**src/rtl/ir_nec_tx.sv**
```systemverilog
// NEC infrared transmitter: sends a full frame (leader, 32 data bits LSB-first, stop mark) or a repeat code.
// Drives a carrier-modulated output for the LED driver and an unmodulated envelope for receiver loopback.
module ir_nec_tx #(
  parameter int unsigned UNIT_CYCLES  = 6750,
  parameter int unsigned CARRIER_HALF = 158
) (
  input  logic       clk,
  input  logic       rst_n,
  input  logic       start,
  input  logic       repeat_req,
  input  logic [7:0] addr,
  input  logic [7:0] cmd,
  output logic       busy,
  output logic       done,
  output logic       ir_env,
  output logic       ir_out
);

  localparam int unsigned CYCW = (UNIT_CYCLES > 1) ? $clog2(UNIT_CYCLES) : 1;
  localparam int unsigned CARW = (CARRIER_HALF > 1) ? $clog2(CARRIER_HALF) : 1;

  typedef enum logic [2:0] {
    S_IDLE,
    S_LEAD_MARK,
    S_LEAD_SPACE,
    S_BIT_MARK,
    S_BIT_SPACE,
    S_STOP_MARK
  } state_t;

  state_t            r_state, w_state_nxt;
  logic [CYCW-1:0]   r_cyc, w_cyc_nxt;
  logic [4:0]        r_units, w_units_nxt;
  logic [CARW-1:0]   r_car, w_car_nxt;
  logic              r_phase, w_phase_nxt;
  logic [31:0]       r_shift, w_shift_nxt;
  logic [5:0]        r_bits, w_bits_nxt;
  logic              r_rep, w_rep_nxt;
  logic              w_done_nxt;
  logic              w_mark_nxt;
  logic              w_unit_end;
  logic              w_state_end;

  always_ff @(posedge clk or negedge rst_n) begin
    if (!rst_n) begin
      r_state <= S_IDLE;
      r_cyc   <= '0;
      r_units <= '0;
      r_car   <= '0;
      r_phase <= 1'b0;
      r_shift <= '0;
      r_bits  <= '0;
      r_rep   <= 1'b0;
      busy    <= 1'b0;
      done    <= 1'b0;
      ir_env  <= 1'b0;
      ir_out  <= 1'b0;
    end else begin
      r_state <= w_state_nxt;
      r_cyc   <= w_cyc_nxt;
      r_units <= w_units_nxt;
      r_car   <= w_car_nxt;
      r_phase <= w_phase_nxt;
      r_shift <= w_shift_nxt;
      r_bits  <= w_bits_nxt;
      r_rep   <= w_rep_nxt;
      busy    <= (w_state_nxt != S_IDLE);
      done    <= w_done_nxt;
      ir_env  <= w_mark_nxt;
      ir_out  <= w_mark_nxt & w_phase_nxt;
    end
  end

  // Outputs are registered from next-state values so they align with the state they describe.
  always_comb begin
    w_state_nxt = r_state;
    w_unit_end  = (r_cyc == CYCW'(UNIT_CYCLES - 1));
    w_state_end = w_unit_end && (r_units == 5'd1);
    w_cyc_nxt   = w_unit_end ? '0 : r_cyc + CYCW'(1);
    w_units_nxt = w_unit_end ? r_units - 5'd1 : r_units;
    w_shift_nxt = r_shift;
    w_bits_nxt  = r_bits;
    w_rep_nxt   = r_rep;
    w_done_nxt  = 1'b0;
    w_car_nxt   = '0;
    w_phase_nxt = 1'b0;

    case (r_state)
      S_IDLE: begin
        w_cyc_nxt   = '0;
        w_units_nxt = '0;
        if (start) begin
          w_shift_nxt = {~cmd, cmd, ~addr, addr};
          w_bits_nxt  = 6'd32;
          w_rep_nxt   = 1'b0;
          w_units_nxt = 5'd16;
          w_state_nxt = S_LEAD_MARK;
        end else if (repeat_req) begin
          w_bits_nxt  = 6'd0;
          w_rep_nxt   = 1'b1;
          w_units_nxt = 5'd16;
          w_state_nxt = S_LEAD_MARK;
        end
      end
      S_LEAD_MARK: begin
        if (w_state_end) begin
          w_units_nxt = r_rep ? 5'd4 : 5'd8;
          w_state_nxt = S_LEAD_SPACE;
        end
      end
      S_LEAD_SPACE: begin
        if (w_state_end) begin
          w_units_nxt = 5'd1;
          w_state_nxt = (r_bits != 6'd0) ? S_BIT_MARK : S_STOP_MARK;
        end
      end
      S_BIT_MARK: begin
        if (w_state_end) begin
          w_units_nxt = r_shift[0] ? 5'd3 : 5'd1;
          w_state_nxt = S_BIT_SPACE;
        end
      end
      S_BIT_SPACE: begin
        if (w_state_end) begin
          w_shift_nxt = {1'b0, r_shift[31:1]};
          w_bits_nxt  = r_bits - 6'd1;
          w_units_nxt = 5'd1;
          w_state_nxt = (r_bits != 6'd1) ? S_BIT_MARK : S_STOP_MARK;
        end
      end
      S_STOP_MARK: begin
        if (w_state_end) begin
          w_units_nxt = '0;
          w_done_nxt  = 1'b1;
          w_state_nxt = S_IDLE;
        end
      end
      default: w_state_nxt = S_IDLE;
    endcase

    w_mark_nxt = (w_state_nxt == S_LEAD_MARK) || (w_state_nxt == S_BIT_MARK) ||
                 (w_state_nxt == S_STOP_MARK);

    // Carrier restarts in the high phase on the first cycle of every mark.
    if (w_mark_nxt && (w_state_nxt != r_state)) begin
      w_car_nxt   = '0;
      w_phase_nxt = 1'b1;
    end else if (w_mark_nxt) begin
      if (r_car == CARW'(CARRIER_HALF - 1)) begin
        w_car_nxt   = '0;
        w_phase_nxt = ~r_phase;
      end else begin
        w_car_nxt   = r_car + CARW'(1);
        w_phase_nxt = r_phase;
      end
    end
  end

endmodule

```
**config.mk**
```make
export PLATFORM = sky130hd
export DESIGN_NAME = ir_nec_tx
export DESIGN_NICKNAME = d
export VERILOG_FILES = /design/src/rtl/ir_nec_tx.sv
export SDC_FILE = /design/constraint.sdc
export NUM_CORES = 1
export LEC_CHECK = 0
export ABC_AREA = 1
export CORE_MARGIN = 3
export CORE_UTILIZATION = 58
export CTS_BUF_LIST = sky130_fd_sc_hd__clkbuf_4 sky130_fd_sc_hd__clkbuf_8 sky130_fd_sc_hd__clkbuf_16
export DETAILED_ROUTE_END_ITERATION = 10
export PLACE_DENSITY = 0.79
export SYNTH_ARGS = -nofsm -noshare
export SYNTH_HDL_FRONTEND = slang
export SYNTH_SLANG_ARGS = --single-unit
```
**constraint.sdc**
```tcl
create_clock -name clk -period 1.9 [get_ports clk]
set_input_delay 0.57 -clock clk [delete_from_list [all_inputs] [get_ports clk]]
set_output_delay 0.57 -clock clk [all_outputs]
set_load 0.005 [all_outputs]
```
# Word-level counts from Yosys, hierarchy flattened
# Index checks and enable logic that the tools add are counted.
# totals
inputBits	20
output_inout_bits	4
reg_bits	73
word_cells	88
# classes
n_reduce_logical	13
bitwise	4
mux	39
n_addsub	4
eq_ne	16
# op_table
op	n
$mux W32	2
$pmux W32 S2	1
$mux W5	7
$mux W3	9
$mux W13	2
$pmux W5 S5	1
$mux W8	3
$mux W6	3
$pmux W3 S6	1
$not A8 Y8	2
$add A13 B1 Y13 const B	1
$eq A13 B13 Y1 const B	1
$pmux W6 S2	1
$eq A3 B2 Y1 const B	3
$eq A3 B3 Y1 const B	3
$add A8 B1 Y8 const B	1
$eq A8 B8 Y1 const B	1
$mux W1	7
$eq A3 B1 Y1 const B	2
$ne A6 B1 Y1 const B	1
$reduce_and A3 Y1	2
$reduce_bool A6 Y1	1
$sub A6 B1 Y6 const B	1
$eq A5 B1 Y1 const B	1
other kinds (15)	19

# Depth between registers and ports, before layout
# logic_depth
depth_word	10
ltp_mapped	16
mapped_depth_nobuf	16

# Worst setup path after synthesis
# Ideal clock, no wire load.
# synth_path
kind	register -> register
from	register r_cyc[1]
to	register ir_out
t_arrival_ns	1.585
n_path_buf	0
required_time_ns	1.776
setup_ns	0.124
slack_ns	0.191
synth_period_minus_slack_ns	1.709
stages_incl_launch_ff	14
cell_sequence	dfrtp_1 -> inv_1 -> ha_1 -> inv_1 -> nor2_1 -> nand2_1 -> nor2_4 -> nand3_4 -> o21bai_1 -> nand3_1 -> nand3_1 -> nand2_1 -> o21bai_1 -> nand2_1
# synth_between
elab_chain_cells	10
word_cells_on_any_way	18
classes_between	5 x eq/ne; 8 x mux; 1 x bitwise; 4 x reduce/logical
# synth_lines
item	line	text
start, declared	32	logic [CYCW-1:0] r_cyc, w_cyc_nxt;
start signal, assigned	60	r_cyc <= w_cyc_nxt;
$eq A13 B13 Y1 (*)	77	w_unit_end = (r_cyc == CYCW'(UNIT_CYCLES - 1));
$logic_and A1 B1 Y1 (*)	78	w_state_end = w_unit_end && (r_units == 5'd1);
$mux W3 (on tied branches)	-	
$pmux W3 S6 (*)	88	case (r_state)
$eq A3 B1 Y1 / $eq A3 B2 Y1 (equally long branches)	141	w_mark_nxt = (w_state_nxt == S_LEAD_MARK) || (w_state_nxt == S_BIT_MARK) ||
$logic_or A1 B1 Y1 (2 in series)	141	
$mux W1 / $logic_and A1 B1 Y1 (equally long branches)	148, 145	
$mux W1	145	if (w_mark_nxt && (w_state_nxt != r_state)) begin
$and A1 B1 Y1 (*)	70	ir_out <= w_mark_nxt & w_phase_nxt;
end signal, assigned	70	
end, declared	16	output logic ir_out
# Mark *: on every way between the ends. The rest lies on a longest branch, timed or not.
# A chain may end at the register's enable or synchronous reset.

# Worst setup path in the final report
# layout_path
from	register r_cyc[1]
to	register r_car[7]
# layout_between
elab_chain_cells	9
word_cells_on_any_way	17
classes_between	5 x eq/ne; 8 x mux; 4 x reduce/logical
# layout_lines
item	line	text
$eq A13 B13 Y1 (*)	77	
$logic_and A1 B1 Y1 (*)	78	
$mux W3 (on tied branches)	-	
$pmux W3 S6 (*)	88	
$eq A3 B1 Y1 / $eq A3 B2 Y1 (equally long branches)	141	
$logic_or A1 B1 Y1 (2 in series)	141	
$mux W8 / $logic_and A1 B1 Y1 (equally long branches)	148, 145	
$mux W8 (*)	145	
net w_car_nxt[7]	34	logic [CARW-1:0] r_car, w_car_nxt;
end signal, assigned	62	r_car <= w_car_nxt;
end, declared	34	
# The timed path passes the listed nets; every way through them passes the cells marked *.

==> run_summary.xml <==
<?xml version="1.0" encoding="UTF-8"?>
<metrics>
  <group name="status">
    <metric name="result_of_the_run" unit="">complete, no violations</metric>
  </group>
  <group name="floorplanning">
    <metric name="fp.dieArea" unit="mm^2">0.00756</metric>
    <metric name="initial_utilization" unit="%">62.0</metric>
    <metric name="pin_count" unit="">24</metric>
    <metric name="rows" unit="">28</metric>
    <metric name="die_w" unit="um">86.9</metric>
    <metric name="floorplan.core_area" unit="mm^2">0.00613</metric>
    <metric name="die_height" unit="um">86.9</metric>
  </group>
  <group name="clock_network">
    <metric name="cts_max_path_buffers" unit="">2</metric>
    <metric name="insertion_delay" unit="ns">0.35</metric>
    <metric name="cts_num_sinks" unit="">73</metric>
    <metric name="tritoncts" unit="">built</metric>
    <metric name="numCtsBuffers" unit="">9</metric>
    <metric name="clkTransAtPathRegs" unit="ns">0.08</metric>
    <metric name="cts_root_buf" unit="">sky130_fd_sc_hd__clkbuf_8</metric>
    <metric name="cts-htree-levels" unit="">3</metric>
  </group>
  <group name="finish">
    <metric name="layout.cell_area.non_filler" unit="mm^2">0.00462</metric>
    <metric name="antenna-diode-count" unit="">0</metric>
    <metric name="layout_commonest_cell" unit="">sky130_fd_sc_hd__nand2_1</metric>
    <metric name="post-route-util" unit="%">75.3</metric>
    <metric name="finalNetCount" unit="">545</metric>
    <metric name="area.growth.synth_to_final" unit="%">21.5</metric>
    <metric name="mostFrequentLayoutCells" unit="">91 x sky130_fd_sc_hd__nand2_1, 73 x sky130_fd_sc_hd__dfrtp_1, 54 x sky130_fd_sc_hd__o21ai_0</metric>
    <metric name="drive_above_1_share" unit="%">19.3</metric>
    <metric name="n_fill_cell" unit="">433</metric>
  </group>
  <group name="critical_path">
    <metric name="timing.critical_path.to_type" unit="">register</metric>
    <metric name="slowest_stage" unit="">sky130_fd_sc_hd__dfrtp_1</metric>
    <metric name="worst_path_most_repeated_cell" unit="">sky130_fd_sc_hd__inv_2</metric>
    <metric name="worstPathRequired" unit="ns">2.14</metric>
    <metric name="crit_arrival" unit="ns">2.10</metric>
    <metric name="worstSetupPathType" unit="">register to register</metric>
    <metric name="worst_path_largest_cell_delay" unit="ns">0.39</metric>
    <metric name="critical_path.max_fanout" unit="">8</metric>
    <metric name="worstPathCellList" unit="">inv_2 &gt; ha_4 &gt; inv_2 &gt; nor2_2 &gt; nand2_2 &gt; nor2_4 &gt; nand3_4 &gt; o21bai_1 &gt; buf_4 &gt; nand4_1 &gt; nand2_2 &gt; inv_2 &gt; nand2_4 &gt; nor2_2</metric>
    <metric name="timing.critical_path.from_type" unit="">register</metric>
  </group>
  <group name="power_and_ir_drop">
    <metric name="vdd_drop_max" unit="mV">0.697</metric>
    <metric name="comb_power_share" unit="%">21.9</metric>
    <metric name="power_switching_share" unit="%">30.6</metric>
    <metric name="power.net_switching" unit="mW">1.36</metric>
    <metric name="seqPwrFrac" unit="%">48.0</metric>
    <metric name="leakage" unit="nW">2.15</metric>
    <metric name="clock_power_share" unit="%">30.1</metric>
    <metric name="p_per_area" unit="mW/mm^2">963</metric>
    <metric name="p_int" unit="mW">3.09</metric>
  </group>
  <group name="sta">
    <metric name="whs" unit="ns">0.246</metric>
    <metric name="report.final.setup_viol" unit="">0</metric>
    <metric name="finalSetupTns" unit="ns">0</metric>
    <metric name="final_hold_viol_count" unit="">0</metric>
    <metric name="period_minus_slack" unit="ns">1.86</metric>
    <metric name="report.final.slew_viol_count" unit="">0</metric>
    <metric name="fin_skew" unit="ns">0.00723</metric>
    <metric name="slew-limit-headroom" unit="%">74.6</metric>
    <metric name="worst_pin_slew" unit="ns">0.378</metric>
    <metric name="final.period_utilization" unit="%">97.9</metric>
    <metric name="max_clock_freq" unit="MHz">538</metric>
    <metric name="grt_setup_unrepaired" unit="">true</metric>
  </group>
  <group name="grt">
    <metric name="grtUsageTotal" unit="%">23.1</metric>
    <metric name="global_route_wire_length_before_repair" unit="um">13800</metric>
    <metric name="overflow" unit="">0</metric>
    <metric name="first_global_vias" unit="">3170</metric>
    <metric name="grt_max_degree" unit="">74</metric>
    <metric name="number_of_antenna_violations_at_the_first_check_in_global_routing" unit="">0</metric>
  </group>
  <group name="logic_synthesis">
    <metric name="yosys_warnings" unit="">0</metric>
    <metric name="synthesis.nets" unit="">493</metric>
    <metric name="synth.cell_area" unit="mm^2">0.00380</metric>
    <metric name="synth.distinct_cells" unit="">35</metric>
    <metric name="postSynthRegisterBits" unit="">73</metric>
    <metric name="synth_seq_area_share" unit="%">48.1</metric>
    <metric name="async_flop_share" unit="%">100</metric>
    <metric name="ys_dominant_reg_cell" unit="">sky130_fd_sc_hd__dfrtp_1</metric>
    <metric name="synthesis.instances" unit="">465</metric>
    <metric name="synth_edf_count" unit="">0</metric>
    <metric name="synthesis.area_per_instance" unit="um^2">8.17</metric>
  </group>
  <group name="routing">
    <metric name="drtIter0Drc" unit="">173</metric>
    <metric name="vias_post_dr" unit="">3304</metric>
    <metric name="wl_per_cell" unit="um">13.7</metric>
    <metric name="firstDrtPassIters" unit="">5</metric>
    <metric name="drt-total-wl" unit="um">8190</metric>
    <metric name="detail-route-antenna-nets" unit="">0</metric>
    <metric name="detailed_route_vias_per_instance" unit="">5.53</metric>
    <metric name="detail_route.drc_violations" unit="">0</metric>
  </group>
  <group name="flow_run">
    <metric name="cap_viol_max_count" unit="">0</metric>
  </group>
  <group name="placement">
    <metric name="gpl.final_weighted_congestion" unit="">0.877</metric>
    <metric name="dp_hpwl" unit="um">5550</metric>
    <metric name="count_of_buffers_inserted_at_the_top_level_ports" unit="">23</metric>
    <metric name="placement.cell_area" unit="mm^2">0.00428</metric>
  </group>
  <group name="hold_path">
    <metric name="class_of_the_worst_hold_path" unit="">primary input to asynchronous set/reset pin</metric>
  </group>
</metrics>
==> registers in the layout, indices dropped and copies added (netlist names) <==
signal	count
r_shift	32
r_cyc	13
r_car	8
r_bits	6
r_units	5
r_state	3
busy	1
done	1
ir_env	1
ir_out	1
r_phase	1
r_rep	1
==> worst max-delay path: cells and delay by family, from the launching register on <==
kind	cells	cell delay [ns]
AOI/OAI and AO/OA	1	0.19
adders and majority gates	1	0.14
buffers and inverters	4	0.29
DFF	1	0.39
and+or+nand+nor	8	0.76
==> per-stage QoR <==
step                      instances  worst slack (ns)  power, mW
after floorplan                 465             0.191       2.73
after global routing            597           -0.0931       4.73
after CTS                       596           -0.0433       4.44
final                           597            0.0408       4.45
after detailed placement        576            -0.166       3.07
after global placement          576            -0.134       3.01
==> metal layers <==
layer  share of wire (%)  up-vias  wire length, um  track usage, %
met5                   0        -                0               0
met3                 5.0       16              409            3.69
met1                  45     1578             3650            31.0
li1                    -     1606                -               -
met2                  48      104             3970            37.3
met4                 2.0        0              161            9.77
==> cells by family after synthesis <==
kind of cell,count (synthesis),synth area share (%)
xor+xnor,13,3.00
fa+ha+maj,8,2.64
simple gates,205,25.5
buf+inv,73,7.84
compound gates,93,13.0
flops,73,48.1
==> power by group through the flow <==
stage	logic (mW)	clock network, mW	registers [mW]
after floorplan	0.627	0	2.10
after global placement	0.874	0	2.13
after detailed placement	0.915	0	2.15
after CTS	0.947	1.36	2.13
after global routing	1.13	1.42	2.18
final	0.976	1.34	2.14
==> repair_timing <==
item                                    in CTS  in global routing
pin swaps                                    8                  7
resized for setup                            6                 17
endpoints found under the setup margin      18                 47
endpoints found under the hold margin        0                  0
buffers inserted                             4                  1
hold buffers                                 0                  0
==> path summary, 6_finish.rpt <==
kind | from | endpoint | slack, ns | depth (start not counted)
max in group asynchronous | rst_n | r_shift[28] | 1.36 | 2
min in group clk | r_shift[5] | r_shift[5] | 0.49 | 2
worst min-delay path | rst_n | r_bits[4] | 0.25 | 2
worst max-delay path | r_cyc[1] | r_car[7] | 0.04 | 14
worst min register to register | r_shift[5] | r_shift[5] | 0.49 | 2
worst max register to register | r_cyc[1] | r_car[7] | 0.04 | 14
==> layout make-up <==
cell class | instances | area [um^2] | share of cell area (%)
multi-input cells | 319 | 1740 | 37.8
well taps | 75 | 93.8 | 2.03
repair buffers | 54 | 507 | 11.0
inverters | 60 | 228 | 4.93
clock buffers | 9 | 124 | 2.68
flip-flops and latches | 73 | 1830 | 39.6
clock inverters | 7 | 95.1 | 2.06
==> cell usage after synthesis (8+ instances only) <==
cell type | count | share of area, %
sky130_fd_sc_hd__nand3_1 | 10 | 1.3
sky130_fd_sc_hd__o21ai_0 | 55 | 7.2
sky130_fd_sc_hd__nor2_1 | 41 | 4.1
sky130_fd_sc_hd__a21oi_1 | 9 | 1.2
sky130_fd_sc_hd__dfrtp_1 | 73 | 48
sky130_fd_sc_hd__nor3_1 | 12 | 1.6
sky130_fd_sc_hd__or2_2 | 8 | 1.3
sky130_fd_sc_hd__xor2_1 | 8 | 1.8
sky130_fd_sc_hd__nor2_2 | 9 | 1.5
sky130_fd_sc_hd__ha_1 | 8 | 2.6
sky130_fd_sc_hd__inv_1 | 52 | 5.1
sky130_fd_sc_hd__nand2_1 | 95 | 9.4
sky130_fd_sc_hd__o21ai_1 | 15 | 2.0
sky130_fd_sc_hd__nand4_1 | 11 | 1.8
No activity file was read; power rests on OpenSTA's default activity.
